--- src/rtl/instr_prefetch_pkg.sv ---
// instr_prefetch_pkg -- shared constants, types and helpers for the
// instruction prefetcher.
//
// Also provides the ROM start address default (`ROM_START) used as the
// default START_ADDR of instr_prefetch. It is guarded so a project-wide
// definition takes precedence.
//
// Contents:
//   ADDR_W / DATA_W  address and instruction word widths (16)
//   CNT_W            width of the FIFO fill counter (holds 0..8)
//   DEPTH_DEF        default FIFO depth
//   pf_state_e       fetch FSM states (IDLE, REQ, DISCARD)
//   addr_inc()       address increment, wraps FFFF -> 0000

`ifndef ROM_START
`define ROM_START 16'h1000
`endif

package instr_prefetch_pkg;

  localparam int ADDR_W    = 16;
  localparam int DATA_W    = 16;
  localparam int CNT_W     = 4;
  localparam int DEPTH_DEF = 4;

  typedef logic [ADDR_W-1:0] addr_t;
  typedef logic [DATA_W-1:0] word_t;

  // IDLE: no request outstanding.
  // REQ: request outstanding, data will be kept.
  // DISCARD: request outstanding but a flush has made its data stale.
  typedef enum logic [1:0] {
    ST_IDLE    = 2'd0,
    ST_REQ     = 2'd1,
    ST_DISCARD = 2'd2
  } pf_state_e;

  // Plain modular increment; the address space simply wraps.
  function automatic addr_t addr_inc(addr_t a);
    return a + addr_t'(1);
  endfunction

endpackage

--- src/rtl/instr_prefetch_if.sv ---
// instr_prefetch_if -- bus bundle between the prefetcher, the instruction
// ROM, the consumer and the redirect source.
//
// Signals:
//   rom_req / rom_addr     fetch request, held until rom_ack
//   rom_ack / rom_data     ROM response, data valid in the ack cycle
//   flush / flush_addr     one-cycle redirect strobe and its target
//   word_out / word_valid  head-of-FIFO word presented to the consumer
//   word_ready             consumer takes word_out this cycle
//
// Modports:
//   master  prefetcher side
//   slave   ROM / consumer / redirect side

interface instr_prefetch_if;
  import instr_prefetch_pkg::*;

  logic  rom_req;
  addr_t rom_addr;
  logic  rom_ack;
  word_t rom_data;
  logic  flush;
  addr_t flush_addr;
  word_t word_out;
  logic  word_valid;
  logic  word_ready;

  modport master (
    output rom_req, rom_addr,
    input  rom_ack, rom_data,
    input  flush, flush_addr,
    output word_out, word_valid,
    input  word_ready
  );

  modport slave (
    input  rom_req, rom_addr,
    output rom_ack, rom_data,
    output flush, flush_addr,
    input  word_out, word_valid,
    output word_ready
  );

endinterface

--- src/rtl/prefetch_fifo.sv ---
// prefetch_fifo -- instruction word storage for the prefetcher.
//
// Circular buffer of DEPTH (power of two) words with a fill counter.
//
// Ports:
//   ctrl_clk   clock, rising edge
//   reset      asynchronous, active-high; empties the buffer
//   push       write push_data at the tail (ignored when full, no pop)
//   push_data  word to store
//   pop        drop the head word (ignored when empty)
//   clear      empty the buffer; wins over push and pop
//   head_data  head word, forced to zero while empty
//   count      stored entries, 0..DEPTH

module prefetch_fifo
  import instr_prefetch_pkg::*;
#(
  parameter int DEPTH = DEPTH_DEF
) (
  input  logic             ctrl_clk,
  input  logic             reset,
  input  logic             push,
  input  word_t            push_data,
  input  logic             pop,
  input  logic             clear,
  output word_t            head_data,
  output logic [CNT_W-1:0] count
);

  localparam int PTR_W = (DEPTH > 1) ? $clog2(DEPTH) : 1;

  word_t            mem [DEPTH];
  logic [PTR_W-1:0] rd_ptr;
  logic [PTR_W-1:0] wr_ptr;
  logic             empty;
  logic             full;
  logic             do_push;
  logic             do_pop;

  assign empty   = (count == '0);
  assign full    = (count == CNT_W'(DEPTH));
  assign do_pop  = pop && !empty && !clear;
  // A push into a full buffer is only legal when the head leaves the same cycle.
  assign do_push = push && (!full || do_pop) && !clear;

  // Pointers wrap naturally because DEPTH is a power of two.
  always_ff @(posedge ctrl_clk or posedge reset) begin
    if (reset) begin
      rd_ptr <= '0;
      wr_ptr <= '0;
      count  <= '0;
    end else if (clear) begin
      rd_ptr <= '0;
      wr_ptr <= '0;
      count  <= '0;
    end else begin
      if (do_push) wr_ptr <= wr_ptr + PTR_W'(1);
      if (do_pop)  rd_ptr <= rd_ptr + PTR_W'(1);
      case ({do_push, do_pop})
        2'b10:   count <= count + CNT_W'(1);
        2'b01:   count <= count - CNT_W'(1);
        default: count <= count;
      endcase
    end
  end

  // Storage needs no reset: the head is masked while the buffer is empty.
  always_ff @(posedge ctrl_clk) begin
    if (do_push) mem[wr_ptr] <= push_data;
  end

  assign head_data = empty ? '0 : mem[rd_ptr];

endmodule

--- src/rtl/instr_prefetch.sv ---
// instr_prefetch -- sequential instruction prefetcher.
//
// Fetches consecutive 16-bit words from the instruction ROM, starting at
// START_ADDR after reset, and queues them in a DEPTH-entry FIFO for the
// consumer. At most one ROM request is outstanding. A flush empties the
// queue, redirects fetching to flush_addr and throws away the data of any
// request already in flight.
//
// Parameters:
//   DEPTH       FIFO entries (power of two, 2..8)
//   START_ADDR  first fetch address after reset
//
// Ports:
//   ctrl_clk    clock, rising edge
//   reset       asynchronous, active-high
//   enabled     high = advance; low = no new requests, no pops
//   bus         instr_prefetch_if.master (ROM, consumer and flush signals)
//   fill_level  stored entry count, 0..DEPTH
//
// Build option:
//   PREFETCH_STATS_EN  adds stat_words (words popped) and stat_flushes
//                      (flushes seen), 16-bit saturating counters.

module instr_prefetch
  import instr_prefetch_pkg::*;
#(
  parameter int    DEPTH      = DEPTH_DEF,
  parameter addr_t START_ADDR = `ROM_START
) (
  input  logic             ctrl_clk,
  input  logic             reset,
  input  logic             enabled,
  instr_prefetch_if.master bus,
  output logic [CNT_W-1:0] fill_level
`ifdef PREFETCH_STATS_EN
  ,
  output logic [15:0]      stat_words,
  output logic [15:0]      stat_flushes
`endif
);

  pf_state_e state;
  pf_state_e state_nxt;
  addr_t     fetch_pc;
  addr_t     fetch_pc_nxt;
  addr_t     rom_addr_q;
  addr_t     rom_addr_nxt;
  logic      outstanding;
  logic      room;
  logic      push;
  logic      pop;

  assign outstanding = (state != ST_IDLE);
  // Only issue a fetch when its word is guaranteed a slot in the FIFO.
  assign room = ({1'b0, fill_level} + {{CNT_W{1'b0}}, outstanding}) < (CNT_W + 1)'(DEPTH);

  // Flush beats a simultaneous pop; a frozen prefetcher does not pop.
  assign pop = bus.word_valid && bus.word_ready && enabled && !bus.flush;

  always_comb begin
    state_nxt    = state;
    fetch_pc_nxt = fetch_pc;
    rom_addr_nxt = rom_addr_q;
    push         = 1'b0;

    case (state)
      ST_IDLE: begin
        // A flush cycle only loads the new target; fetching resumes next cycle.
        if (!bus.flush && enabled && room) begin
          state_nxt    = ST_REQ;
          rom_addr_nxt = fetch_pc;
        end
      end
      ST_REQ: begin
        if (bus.rom_ack) begin
          state_nxt = ST_IDLE;
          if (!bus.flush) begin
            push         = 1'b1;
            fetch_pc_nxt = addr_inc(fetch_pc);
          end
        end else if (bus.flush) begin
          // Request must still complete on the bus; its data is stale.
          state_nxt = ST_DISCARD;
        end
      end
      ST_DISCARD: begin
        if (bus.rom_ack) state_nxt = ST_IDLE;
      end
      default: state_nxt = ST_IDLE;
    endcase

    // The newest redirect target always wins, in any state.
    if (bus.flush) fetch_pc_nxt = bus.flush_addr;
  end

  always_ff @(posedge ctrl_clk or posedge reset) begin
    if (reset) begin
      state      <= ST_IDLE;
      fetch_pc   <= START_ADDR;
      rom_addr_q <= START_ADDR;
    end else begin
      state      <= state_nxt;
      fetch_pc   <= fetch_pc_nxt;
      rom_addr_q <= rom_addr_nxt;
    end
  end

  assign bus.rom_req  = outstanding;
  assign bus.rom_addr = rom_addr_q;

  prefetch_fifo #(
    .DEPTH (DEPTH)
  ) u_fifo (
    .ctrl_clk  (ctrl_clk),
    .reset     (reset),
    .push      (push),
    .push_data (bus.rom_data),
    .pop       (pop),
    .clear     (bus.flush),
    .head_data (bus.word_out),
    .count     (fill_level)
  );

  assign bus.word_valid = (fill_level != '0);

`ifdef PREFETCH_STATS_EN
  always_ff @(posedge ctrl_clk or posedge reset) begin
    if (reset) begin
      stat_words   <= '0;
      stat_flushes <= '0;
    end else begin
      if (pop && (stat_words != 16'hFFFF))         stat_words   <= stat_words + 16'd1;
      if (bus.flush && (stat_flushes != 16'hFFFF)) stat_flushes <= stat_flushes + 16'd1;
    end
  end
`endif

endmodule

--- src/flat_wrapper.sv ---
// flat-port wrapper written by rule: the top's interface ports become plain ports
module instr_prefetch_flat import instr_prefetch_pkg::*;
#(
  parameter int    DEPTH      = DEPTH_DEF,
  parameter addr_t START_ADDR = `ROM_START
)
  (ctrl_clk, reset, enabled, fill_level, bus_rom_req, bus_rom_addr, bus_rom_ack, bus_rom_data, bus_flush, bus_flush_addr, bus_word_out, bus_word_valid, bus_word_ready);
  instr_prefetch_if bus_i ();
  input  logic ctrl_clk;
  input  logic reset;
  input  logic enabled;
  output logic [CNT_W-1:0] fill_level;
  output wire logic [$bits(bus_i.rom_req)-1:0] bus_rom_req;
  output wire logic [$bits(bus_i.rom_addr)-1:0] bus_rom_addr;
  input wire logic [$bits(bus_i.rom_ack)-1:0] bus_rom_ack;
  input wire logic [$bits(bus_i.rom_data)-1:0] bus_rom_data;
  input wire logic [$bits(bus_i.flush)-1:0] bus_flush;
  input wire logic [$bits(bus_i.flush_addr)-1:0] bus_flush_addr;
  output wire logic [$bits(bus_i.word_out)-1:0] bus_word_out;
  output wire logic [$bits(bus_i.word_valid)-1:0] bus_word_valid;
  input wire logic [$bits(bus_i.word_ready)-1:0] bus_word_ready;
  assign bus_rom_req = bus_i.rom_req;
  assign bus_rom_addr = bus_i.rom_addr;
  assign bus_i.rom_ack = bus_rom_ack;
  assign bus_i.rom_data = bus_rom_data;
  assign bus_i.flush = bus_flush;
  assign bus_i.flush_addr = bus_flush_addr;
  assign bus_word_out = bus_i.word_out;
  assign bus_word_valid = bus_i.word_valid;
  assign bus_i.word_ready = bus_word_ready;
  instr_prefetch #(.DEPTH(DEPTH), .START_ADDR(START_ADDR)) u_core (.ctrl_clk(ctrl_clk), .reset(reset), .enabled(enabled), .bus(bus_i), .fill_level(fill_level));
endmodule
--- config.mk ---
export PLATFORM = sky130hd
export DESIGN_NAME = instr_prefetch_flat
export DESIGN_NICKNAME = d
export VERILOG_FILES = /design/src/rtl/instr_prefetch_pkg.sv /design/src/rtl/instr_prefetch_if.sv /design/src/rtl/prefetch_fifo.sv /design/src/rtl/instr_prefetch.sv /design/src/flat_wrapper.sv
export SDC_FILE = /design/constraint.sdc
export NUM_CORES = 1
export LEC_CHECK = 0
export ABC_AREA = 0
export CAP_MARGIN = 5
export CORE_MARGIN = 2
export CORE_UTILIZATION = 40
export CTS_CLUSTER_DIAMETER = 40
export DETAILED_ROUTE_END_ITERATION = 16
export MAX_ROUTING_LAYER = met4
export PLACE_DENSITY_LB_ADDON = 0.08
export SLEW_MARGIN = 5
export SYNTH_ARGS = -nofsm -noshare
export SYNTH_HDL_FRONTEND = slang
export SYNTH_SLANG_ARGS = --single-unit
--- constraint.sdc ---
create_clock -name ctrl_clk -period 2.74 [get_ports ctrl_clk]
set_input_delay 0.274 -clock ctrl_clk [delete_from_list [all_inputs] [get_ports ctrl_clk]]
set_output_delay 0.274 -clock ctrl_clk [all_outputs]
set_load 0.01 [all_outputs]
==> flow_summary.yaml, run 1 <==
outcome:
  status: "finished clean"
cts:
  cts_tree: "built"
  hold_buffers: 0
  root_buffer: "clkbuf_16"
  cts_buffer_depth: 2
  cts_sinks: 106
  clkLatencyLatePin_ns: 0.34
  htree_levels: 3
  cts_buffers: 9
  cts_resized: 0
  path_clk_slew_ns: 0.07
  post-cts-setup-buffer-count: 0
worst_setup_path:
  crit_start: "u_core.u_fifo.rd_ptr[0]"
  worstSetupPathType: "reg -> out"
  r2r-start: "u_core.state[0]"
  worst_ep_required_time_ns: 2.47
  start_kind: "flip-flop"
  cp_data_arrival_time_ns: 2.20
  cp_max_fo: 18
  cp-end-kind: "output port"
synthesis:
  synthAdderAreaFrac_pct: 2.37
  synth_edf_count: 64
  synth_top_family_by_area: "multiplexers"
  synth_fp_nets: 353
  yosysTopAreaCell: "edfxtp_1"
  synth_compound_area_share_pct: 3.42
  muxShareOfSynthArea_pct: 12.8
  synth_area_um2: 4540
  synth_top_area_share_pct: 42.3
  async_flop_share_pct: 39.6
  ys_types: 38
  syn_area_per_cell_um2: 14.8
  yosys-top-cells-count: "edfxtp_1, dfrtp_1, nand2_1"
  synth_xor_area_share_pct: 4.05
  ys.flop_type: "edfxtp_1"
  postSynthCellCount: 307
  yosysWarnings: 0
  synth_seq_cells: 106
  yosys.area_share.simple_pct: 10.2
  yosysMostFrequentCell: "edfxtp_1"
  synth.top_cells.by_area: "edfxtp_1, dfrtp_1, mux4_2"
  seq_area_frac_synth_pct: 65.5
place:
  gp_congestion: 0.804
  dpl_cell_area_um2: 5570
  dpl.hpwl_um: 5780
  place.port_buffers: 75
die:
  dieArea_um2: 12200
  start_util_pct: 41.4
  num_io_pins: 76
  chipHeight_um: 111
  coreArea_um2: 11000
  rows: 38
  die_width_um: 111
routing:
  wirelength_um: 8660
  vias_per_cell: 5.00
  drtPass1Iterations: 4
  num_vias: 2718
  wire_per_inst_um: 15.9
  antenna_left: 0
  drt_iter0_drc: 176
  drc: 0
timing:
  finClkSkew_ns: 0.00892
  rsz0062_at_grt: "false"
  slew_headroom_pct: 62.7
  period_needed_ns: 2.48
  slew_violations: 0
  finalSetupViolCount: 0
  tightestPinTransition_ns: 0.559
  max_freq_ghz: 0.404
  fin_crit_sh_pct: 90.4
  tns_ns: 0
  hold_violations: 0
cells_and_area:
  stdcell_area_um2: 5860
  num_antenna_cells: 0
  drive_above_1_share_pct: 18.8
  final_nets: 445
  area_delta_synth_final_pct: 29.1
flow_run:
  max-cap-violations: 0
grt:
  antenna_found_initial: 0
  grt_max_degree: 45
  grt_pass1_vias: 2729
  gr-usage-all-layers_pct: 15.0
  overflow: 0
  grt_pass1_wl_um: 14100
pwr:
  peakVddDrop_uv: 285
  p_leak_nw: 2.17
  p_per_area_nw_per_um2: 643
worst_hold_path:
  hp-class: "in -> async"
==> flip-flops by register name, summed over array words and instances (netlist names) <==
register,cells
u_core.state,2
u_core.u_fifo.count,4
u_core.u_fifo.wr_ptr,2
u_core.bus.rom_addr,16
u_core.u_fifo.mem,64
u_core.fetch_pc,16
u_core.u_fifo.rd_ptr,2
==> worst max-delay path: stages (launching register included) <==
cell and delay [ns]:
dfrtp_1 0.33, buf_4 0.34, mux4_2 0.54, nor2b_1 0.16, clkdlybuf4s50_1 0.50
==> cells by family after synthesis <==
logic type / count (synthesis)
adders and majority gates: 8
DFF: 106
muxes: 36
buffers and inverters: 19
AOI/OAI and AO/OA: 27
and+or+nand+nor: 90
xor gates and xnor gates: 21
==> metal layers <==
| layer | wire, um | track usage (%) | vias up |
|---|---|---|---|
| met1 | 4200 | 21.5 | 1340 |
| met5 | 0 | - | - |
| met4 | 118 | 5.50 | 0 |
| met2 | 3970 | 21.9 | 65 |
| li1 | - | - | 1303 |
| met3 | 370 | 2.36 | 10 |
==> through the flow <==
| stage | utilization [%] | hold slack (ns) | total power, mW | cells | setup WS (ns) |
|---|---|---|---|---|---|
| floorplan | - | 0.340 | 2.18 | 307 | 0.0600 |
| global placement | 50.7 | 0.489 | 2.53 | 528 | 0.281 |
| detailed placement | 50.7 | 0.497 | 2.53 | 528 | 0.277 |
| CTS | 53.4 | 0.392 | 3.83 | 544 | 0.216 |
| global route | 53.4 | 0.440 | 3.95 | 544 | 0.125 |
| finish | 53.4 | 0.381 | 3.77 | 544 | 0.264 |
==> area by class of cell <==
type | instances | area (um^2)
clock inverters | 5 | 62.6
multi-input cells | 182 | 1500
inverters | 5 | 18.8
well taps | 140 | 175
flip-flops and latches | 106 | 2980
clock buffers | 11 | 233
repair buffers | 95 | 901
fillers | 928 | 5120
==> placed cells by master, fill, tap and decap left out, drive strengths merged, types with 3 or more instances in the layout <==
master         Yosys  routed
nor2b             16      16
mux2              17      17
buf                5      20
and2               4       4
clkbuf             9      11
dfrtp             40      40
xor2              12      12
edfxtp            64      64
mux2i              3       3
nor3               5       5
ha                 7       7
nand2             31      31
o21ai             19      19
xnor2              9       9
nand4              4       4
mux4              16      16
inv                5       6
nand3              3       3
nor4               3       3
nor2              17      17
clkdlybuf4s50      0      75
==> power by group <==
part           leakage (nW)  switching (mW)  internal, mW  total [mW]
Combinational         0.922           0.247         0.361       0.608
Sequential             1.10          0.0762          1.80        1.88
Clock                 0.142           0.563         0.718        1.28
Total                  2.17           0.887          2.88        3.77
==> final timing paths <==
| path | end | slack [ns] | cells after the start |
|---|---|---|---|
| min in group ctrl_clk | u_core.fetch_pc[14] | 0.49 | 3 |
| min reg2reg | u_core.bus.rom_addr[13] | 0.51 | 1 |
| min | u_core.bus.rom_addr[2] | 0.38 | 3 |
| max | bus_word_out[11] | 0.26 | 4 |
| max reg2reg | u_core.u_fifo.count[3] | 0.51 | 8 |
| max in group asynchronous | u_core.fetch_pc[12] | 1.98 | 3 |
Note: power is estimated with default switching activity, not from simulation.
==> inputs of run 2 (changes only) <==
--- a/config.mk
+++ b/config.mk
@@ -12,7 +12,7 @@
 export CTS_CLUSTER_DIAMETER = 40
 export DETAILED_ROUTE_END_ITERATION = 16
 export MAX_ROUTING_LAYER = met4
-export PLACE_DENSITY_LB_ADDON = 0.08
+export PLACE_DENSITY_LB_ADDON = 0.05
 export SLEW_MARGIN = 5
 export SYNTH_ARGS = -nofsm -noshare
 export SYNTH_HDL_FRONTEND = slang
==> flow_summary.yaml, run 2 (synthesized netlist as in run 1, its figures left out) <==
pwr:
  pwr-share-comb_pct: 15.7
  p_clk_share_pct: 35.6
  p_int_mw: 2.97
  p_leak_nw: 2.16
  swShare_pct: 23.1
  peakVddDrop_uv: 531
  switching_power_mw: 0.890
  pwr-share-seq_pct: 48.7
  p_per_area_nw_per_um2: 659
timing:
  finalSetupViolCount: 0
  tns_ns: 0
  finClkSkew_ns: 0.00451
  worst_slack_ns: 0.257
  slew_violations: 0
  period_needed_ns: 2.48
  slew_headroom_pct: 62.5
  hold-worst-slack_ns: 0.361
  fin_crit_sh_pct: 90.6
  rsz0062_at_grt: "false"
  tightestPinTransition_ns: 0.563
  max_freq_ghz: 0.403
  hold_violations: 0
cells_and_area:
  layout.cells.most_common: "clkdlybuf4s50_1"
  register_area_um2: 2980
  final_core_util_pct: 53.3
  largest_register_ffs: 64
  finalNonFillerCells: 540
  regMostFlops: "u_core.u_fifo.mem"
  drive_above_1_share_pct: 18.3
  multi_input_area_um2: 1500
  n_fill_cell: 953
  final_nets: 441
  final_cell_mix: "clkdlybuf4s50_1, edfxtp_1, dfrtp_1"
  area_delta_synth_final_pct: 28.9
  num_antenna_cells: 0
worst_setup_path:
  r2r_slack_ns: 0.52
  cp_cell_sequence: "buf_4 -> mux4_2 -> nor2b_1 -> clkdlybuf4s50_1"
  cp.buffers_inverters: 2
  cp-end-kind: "output port"
  crit_path_max_incr_delay_ns: 0.57
  cp_slowest_cell: "mux4_2"
  start_kind: "flip-flop"
  cp_data_arrival_time_ns: 2.21
  cp_max_fo: 18
  worst_ep_required_time_ns: 2.47
  crit_family: "buffers and inverters"
  worstSetupPathType: "reg -> out"
place:
  post-place-ws_ns: 0.150
  place.port_buffers: 75
  dp.cells: 524
  dpl.hpwl_um: 5650
  gp_congestion: 0.752
cts:
  post-cts-setup-buffer-count: 0
  hold_buffers: 0
  cts_tree: "built"
  path_clk_slew_ns: 0.07
  cts_sinks: 106
  htree_levels: 3
  cts_resized: 0
  clkLatencyLatePin_ns: 0.35
  root_buffer: "clkbuf_16"
  cts_buffer_depth: 2
  cts_buffers: 9
die:
  num_io_pins: 76
  start_util_pct: 41.4
  die_width_um: 111
  rows: 38
  coreArea_um2: 11000
  dieArea_um2: 12200
  chipHeight_um: 111
outcome:
  status: "finished clean"
grt:
  grt_pass1_vias: 2701
  antenna_found_initial: 0
  overflow: 0
  grt_pass1_wl_um: 14300
  gr-usage-all-layers_pct: 15.7
  grt_max_degree: 45
routing:
  drc: 0
  antenna_left: 0
  num_vias: 2714
  drt_iter0_drc: 119
  wire_per_inst_um: 16.5
  drtPass1Iterations: 4
  vias_per_cell: 5.03
  wirelength_um: 8880
flow_run:
  max-cap-violations: 0
worst_hold_path:
  hp-class: "in -> async"
-- run 2: changes by cell type in the layout (fill, tap and decap cells not counted), sizes merged --
cell / change
bufinv: +1
clkinv: +1
clkbuf: -1
clkinvlp: -1
buf: -4
-- run 2: layout make-up --
cell class,instances,share of cell area (%)
Sequential cell,106,50.8
Tap cell,140,2.99
Timing Repair Buffer,91,14.9
Clock inverter,6,1.50
Multi-Input combinational cell,182,25.6
Inverter,5,0.321
Clock buffer,10,3.91
-- run 2: path summary, 6_finish.rpt --
kind                                         start                     end  cells after the start
min reg2reg                 u_core.bus.rom_addr[7]  u_core.bus.rom_addr[7]                      2
min in group ctrl_clk           bus_flush_addr[12]     u_core.fetch_pc[12]                      3
max reg2reg                        u_core.state[0]  u_core.u_fifo.count[3]                      8
min                                          reset      u_core.fetch_pc[0]                      3
max                        u_core.u_fifo.rd_ptr[0]         bus_word_out[4]                      4
max in group asynchronous                    reset     u_core.fetch_pc[12]                      3
-- run 2: metrics by stage --
step / instance area [um^2] / total power, mW
after floorplan: 4540 / 2.18
after global placement: 5540 / 2.53
after detailed placement: 5540 / 2.53
after CTS: 5850 / 3.91
after global routing: 5850 / 4.03
final: 5850 / 3.86
-- run 2: power groups by stage --
stage	Clock (mW)	Combinational, mW	Sequential, mW
finish	1.37	0.606	1.88
global route	1.47	0.660	1.90
CTS	1.41	0.621	1.88
detailed placement	0	0.618	1.91
global placement	0	0.615	1.91
floorplan	0	0.247	1.94
-- run 2: tightest hold or removal path, cell delays in order --
cell	delay (ns)
clkdlybuf4s50_1	0.40
clkinv_1	0.04
buf_4	0.45
-- run 2: metal layers --
| metal | vias to the layer above | global-route usage, % | wire (um) |
|---|---|---|---|
| li1 | 1296 | - | - |
| met1 | 1354 | 21.2 | 4250 |
| met2 | 58 | 23.5 | 4220 |
| met3 | 6 | 4.72 | 342 |
| met5 | - | - | 0 |
| met4 | 0 | 4.00 | 67 |
==> inputs of run 3 (changes only) <==
--- a/config.mk
+++ b/config.mk
@@ -7,6 +7,7 @@
 export LEC_CHECK = 0
 export ABC_AREA = 0
 export CAP_MARGIN = 5
+export CORE_ASPECT_RATIO = 0.5
 export CORE_MARGIN = 2
 export CORE_UTILIZATION = 40
 export CTS_CLUSTER_DIAMETER = 40
==> flow_summary.yaml, run 3 (synthesized netlist as in run 1, its figures left out) <==
outcome:
  status: "finished clean"
die:
  start_util_pct: 41.2
  rows: 27
  coreArea_um2: 11000
  num_io_pins: 76
  chipHeight_um: 79.4
  die_width_um: 155
  dieArea_um2: 12300
worst_setup_path:
  worstSetupPathType: "reg -> out"
  r2r-start: "u_core.state[0]"
  critPathCapture: "bus_word_out[4]"
  start_kind: "flip-flop"
  worst_ep_required_time_ns: 2.47
  r2r-end: "u_core.u_fifo.count[3]"
  rr_worst_depth: 8
  r2r_slack_ns: 0.49
  cp_data_arrival_time_ns: 2.20
  crit_start: "u_core.u_fifo.rd_ptr[0]"
  cp-end-kind: "output port"
  cp_max_fo: 18
pwr:
  p_leak_nw: 2.15
  peakVddDrop_uv: 318
  p_total_mw: 3.73
  p_per_area_nw_per_um2: 639
cts:
  path_clk_slew_ns: 0.07
  cts_sinks: 106
  htree_levels: 3
  cts_buffer_depth: 2
  hold_buffers: 0
  cts_tree: "built"
  root_buffer: "clkbuf_16"
  cts_buffers: 9
  cts_resized: 0
  clkLatencyLatePin_ns: 0.35
  post-cts-setup-buffer-count: 0
grt:
  grt_max_degree: 35
  gr-usage-all-layers_pct: 16.5
  overflow: 0
  grt_pass1_vias: 2789
  grt_pass1_wl_um: 14900
  antenna_found_initial: 0
routing:
  drtPass1Iterations: 4
  wire_per_inst_um: 16.5
  num_vias: 2720
  wirelength_um: 9040
  antenna_left: 0
  drc: 0
  drt_iter0_drc: 159
  vias_per_cell: 4.97
timing:
  max_freq_ghz: 0.404
  period_needed_ns: 2.48
  slew_headroom_pct: 33.1
  hold_violations: 0
  tns_ns: 0
  tightestPinTransition_ns: 0.997
  finalSetupViolCount: 0
  slew_violations: 0
  fin_crit_sh_pct: 90.3
  rsz0062_at_grt: "false"
  finClkSkew_ns: 0.00977
cells_and_area:
  regMostFlops: "u_core.u_fifo.mem"
  layout.cells.most_common: "clkdlybuf4s50_1"
  area_delta_synth_final_pct: 28.7
  num_antenna_cells: 0
  final_cell_mix: "clkdlybuf4s50_1, edfxtp_1, dfrtp_1"
  final_nets: 443
  n_fill_cell: 939
  largest_register_ffs: 64
  drive_above_1_share_pct: 18.7
place:
  gp_congestion: 0.791
  dpl.hpwl_um: 5910
  place.port_buffers: 75
worst_hold_path:
  hp-class: "in -> async"
flow_run:
  max-cap-violations: 0
-- run 3: layer usage --
layer  vias up  part of all wire (%)  track usage (%)
met2        59                    47             26.5
met4         0                   1.0             4.44
met5         -                     0                -
met3         9                   4.3             4.53
li1       1297                     -                -
met1      1355                    47             21.1
-- run 3: final cells by class --
| type | instances | area (um^2) | area share [%] |
|---|---|---|---|
| Sequential cell | 106 | 2980 | 50.9 |
| Multi-Input combinational cell | 182 | 1500 | 25.6 |
| Timing Repair Buffer | 93 | 886 | 15.2 |
| Clock buffer | 10 | 229 | 3.92 |
| Tap cell | 145 | 181 | 3.10 |
| Clock inverter | 6 | 56.3 | 0.964 |
| Inverter | 5 | 18.8 | 0.321 |
-- run 3: worst min-delay path by stage --
stage | to | slack [ns] | cells after the start
after CTS | u_core.bus.rom_addr[11] | 0.40 | 2
after detailed placement | u_core.bus.rom_addr[15] | 0.49 | 1
after global routing | u_core.bus.rom_addr[11] | 0.44 | 2
after floorplan | u_core.state[1] | 0.34 | 1
after global placement | u_core.bus.rom_addr[13] | 0.49 | 1
final | u_core.bus.rom_addr[10] | 0.36 | 2
-- run 3: metrics by stage --
| stage | setup slack, ns | cells | hold WS, ns | area [um^2] | utilization [%] |
|---|---|---|---|---|---|
| 2_1_floorplan | 0.0600 | 307 | 0.340 | 4540 | - |
| 3_3_place_gp | 0.295 | 531 | 0.486 | 5560 | 50.5 |
| 5_1_grt | 0.120 | 547 | 0.436 | 5840 | 53.1 |
| 3_5_place_dp | 0.262 | 531 | 0.492 | 5560 | 50.5 |
| 6_report | 0.265 | 547 | 0.362 | 5840 | 53.1 |
| 4_1_cts | 0.207 | 547 | 0.397 | 5840 | 53.1 |
-- run 3: worst max-delay path, stage by stage (launching register included) --
cell and delay (ns):
dfrtp_1 0.32, buf_4 0.33, mux4_2 0.54, nor2b_1 0.16, clkdlybuf4s50_1 0.50
-- run 3: where the power goes --
group / switching, mW / internal, mW
Combinational: 0.251 / 0.362
Clock: 0.602 / 0.638
Sequential: 0.0754 / 1.80
Total: 0.929 / 2.80
==> RTL edit 1, RTL diff (config.mk and constraints of run 2) <==
Re-encode `pf_state_e` (3 states) as one-hot, 3 bits wide.
--- a/src/rtl/instr_prefetch_pkg.sv
+++ b/src/rtl/instr_prefetch_pkg.sv
@@ -29,10 +29,10 @@
   // IDLE: no request outstanding.
   // REQ: request outstanding, data will be kept.
   // DISCARD: request outstanding but a flush has made its data stale.
-  typedef enum logic [1:0] {
-    ST_IDLE    = 2'd0,
-    ST_REQ     = 2'd1,
-    ST_DISCARD = 2'd2
+  typedef enum logic [2:0] {
+    ST_IDLE    = 3'b001,
+    ST_REQ     = 3'b010,
+    ST_DISCARD = 3'b100
   } pf_state_e;
 
   // Plain modular increment; the address space simply wraps.
Formal check against the unedited RTL: no difference found for any inputs over 4 cycles, from zero or initial values and one cycle with reset high; so few cycles prove little.
==> RTL edit 1 against run 2 <==
Combinational power is 28% lower; critical path depth is 4 higher; area after synthesis is 2.9% higher; sequential cell count is 1 higher; critical endpoint is now u_core.u_fifo.count[3]; power is 10% lower; highest routed layer unchanged; hold slack improved by 0.019 ns; routed wire length grew 1.8%; fmax is 1.5% higher; register-to-register slack lost 0.23 ns; first-iteration DRC count grew 42%; cell area up 2.2%; worst setup slack improved by 0.037 ns; via count rose by 5.3%.
==> RTL edit 1: results (changes against run 2) <==
metric,value,unit,change
antenna_found_initial,0,,unchanged
grt_max_degree,44,,was 45
routed_wl,9042,µm,was 8883 µm
vdd_drop_max,0.3081,mV,was 0.5307 mV
yosysSeqAreaShare,64.21,%,was 65.51%
synth-compound-area-share,5.193,%,was 3.416%
fin_worst_skew,0.006592,ns,was 0.004509 ns
portBuffers,75,,unchanged
async_reset_ff_share,40.19,%,was 39.62%
cts_resized,0,,unchanged
pg_seq,1.87,mW,
fillCellCount,1005,,was 953
synthTopCellsByCount,"edfxtp_1, dfrtp_1, and2_1",,"was edfxtp_1, dfrtp_1, nand2_1"
leakage,2.138,nW,was 2.159 nW
yosysUniqueCellTypes,43,,was 38
worst_path_largest_cell_delay,0.45,ns,was 0.57 ns
drt_iter0_drc,169,,was 119
grt_pass1_vias,2982,,was 2701
path_clk_slew,0.07,ns,about the same
cp_slowest_cell,dfrtp_1,,was mux4_2
synthMuxAreaShare,12.71,%,was 12.81%
drive_gt1_share,17.11,%,was 18.25%
ys_warn_count,0,,unchanged
path_delay_family,simple AND/OR/NAND/NOR gates,,was buffers and inverters
power_switching,781.9,µW,was 889.8 µW
gp_congestion,0.7639,,was 0.7523
cp_max_fo,6,,was 18
synthAdderAreaFrac,2.302,%,was 2.369%
synth-xor-area-share,1.686,%,was 4.050%
synth.area.top_cells,"edfxtp_1, dfrtp_1, mux4_2",,unchanged
status,completed,,unchanged
dr_total_vias,2857,,was 2714
track_usage,15.75,%,was 15.71%
grt_pass1_wl,15100,µm,was 14350 µm
largest_reg_flops,64,,unchanged
pwr-share-clk,33.5,%,was 35.6%
insertion_delay,0.34,ns,
hpwl,5945,µm,was 5654 µm
cp.arrival,2.67,ns,was 2.21 ns
syn_nets,370,,was 353
nNetsFinal,456,,was 441
worstMarginPinSlew,0.5686,ns,was 0.5631 ns
drtPass1Iterations,4,,unchanged
-- RTL edit 1: through the flow --
step	setup slack (ns)	hold slack [ns]	cell area [µm²]	power, mW	instances
2_1_floorplan	0.3506	0.3438	4674	2.086	324
3_3_place_gp	0.3140	0.4919	5713	2.342	542
3_5_place_dp	0.2676	0.4960	5713	2.345	542
4_1_cts	0.2864	0.4112	5979	3.525	558
5_1_grt	0.1390	0.4725	5979	3.627	558
6_report	0.2937	0.3801	5979	3.472	558
-- RTL edit 1: final cells by class --
class	count	area [µm²]	share of cell area, %
clock buffers	12	236.5	3.955
clock inverters	4	30.03	0.5022
inverters	9	33.78	0.5650
multi-input cells	193	1573	26.30
flip-flops and latches	107	3002	50.20
well taps	143	178.9	2.992
repair buffers	90	925.9	15.48
-- RTL edit 1: path summary, 6_finish.rpt --
path | startpoint | end | slack, ns | depth (start not counted)
setup reg to reg | u_core.u_fifo.count[1] | u_core.u_fifo.count[3] | 0.29 | 8
hold reg to reg | u_core.bus.rom_addr[5] | u_core.bus.rom_addr[5] | 0.51 | 1
hold / removal | reset | u_core.bus.rom_addr[3] | 0.38 | 3
max in group asynchronous | reset | u_core.u_fifo.rd_ptr[1] | 1.97 | 3
setup / recovery | u_core.u_fifo.count[1] | u_core.u_fifo.count[3] | 0.29 | 8
min in group ctrl_clk | bus_flush_addr[12] | u_core.fetch_pc[12] | 0.46 | 3
-- RTL edit 1: metal layers --
| metal | vias to the layer above | global-route usage [%] | part of all wire (%) |
|---|---|---|---|
| li1 | 1381 | - | - |
| met1 | 1392 | 20.09 | 45 |
| met2 | 69 | 24.86 | 48 |
| met3 | 15 | 3.294 | 4.8 |
| met4 | 0 | 6.260 | 1.8 |
| met5 | - | - | 0 |
==> RTL edit 2, RTL diff (settings of run 2) <==
Without the edit above. The package constant `DEPTH_DEF` goes from 4 to 8.
--- a/src/rtl/instr_prefetch_pkg.sv
+++ b/src/rtl/instr_prefetch_pkg.sv
@@ -21,7 +21,7 @@
   localparam int ADDR_W    = 16;
   localparam int DATA_W    = 16;
   localparam int CNT_W     = 4;
-  localparam int DEPTH_DEF = 4;
+  localparam int DEPTH_DEF = 8;
 
   typedef logic [ADDR_W-1:0] addr_t;
   typedef logic [DATA_W-1:0] word_t;
Formal check against the unedited RTL: not equivalent (Yosys sat finds a counterexample within 10 cycles, from zero or initial values and one cycle with reset high).
==> RTL edit 2 against run 2 <==
Area after synthesis is 58% higher; via count increased by 54%; sequential cell count rose by 66; routed wire length up 74%; non-clock buffer count rose by 10; synthesized cell count is 45% higher; register-to-register slack got worse by 0.29 ns; sequential power is 61% higher; worst setup slack got worse by 0.15 ns; critical path depth increased by 1; global-route usage is 2.3 points higher; cell area is 53% higher; power is 65% higher; die area grew 56%; critical path type unchanged; critical endpoint is now bus_word_out[13].
==> RTL edit 2: results (changes against run 2) <==
metric,value,unit,change
cp_max_fo,17,,was 18
dpl.cell_count,750,,was 524
insertion_delay,0.42,ns,was 0.35 ns
relSlewSlack,58.12,%,was 62.46%
vdd_drop_max,0.4434,mV,was 0.5307 mV
clock_area_share,6.555,%,was 5.408%
synthAdderAreaFrac,1.151,%,was 2.369%
multi_input_comb_cells,246,,was 182
placed_cell_area,8342,µm²,was 5537 µm²
buf_share,11.10,%,was 14.88%
wl_met2,7339,µm,was 4222 µm
synth-xor-area-share,1.709,%,was 4.050%
cp.arrival,2.35,ns,was 2.21 ns
grt_pass1_wl,24270,µm,was 14350 µm
post-place-ws,0.05632,ns,was 0.1498 ns
leakage,3.078,nW,was 2.159 nW
wire_per_inst,19.74,µm,was 16.45 µm
synth_edf_count,128,,was 64
grt_util_met3,4.678,%,was 4.720%
syn_nets,490,,was 353
seq_area,4949,µm²,was 2975 µm²
status,completed,,unchanged
num-clock-buffers,17,,was 10
grt_max_degree,52,,was 45
r2r_cells,9,,was 8
globalRouteMet2Util,27.39,%,was 23.52%
worst_path_largest_cell_delay,0.53,ns,was 0.57 ns
-- RTL edit 2: worst max path at each step --
stage | start | end | slack [ns]
after CTS | u_core.u_fifo.rd_ptr[0] | bus_word_out[13] | 0.002
after global placement | bus_word_ready | u_core.u_fifo.count[3] | 0.18
after global routing | u_core.u_fifo.rd_ptr[0] | bus_word_out[10] | 0.005
after floorplan | u_core.u_fifo.count[0] | u_core.u_fifo.count[3] | 0.04
final | u_core.u_fifo.rd_ptr[0] | bus_word_out[13] | 0.11
after detailed placement | bus_word_ready | u_core.u_fifo.count[3] | 0.06
-- RTL edit 2: where the power goes --
group          internal [mW]  total, mW  switching, mW
clock network           1.36       2.39           1.03
logic                  0.531      0.970          0.439
registers               2.93       3.02         0.0910
total                   4.81       6.37           1.56
-- RTL edit 2: timing repair --
item	4_1_cts	5_1_grt
gates resized for setup	0	4
endpoints found under the hold margin	0	0
setup endpoints to repair	0	13
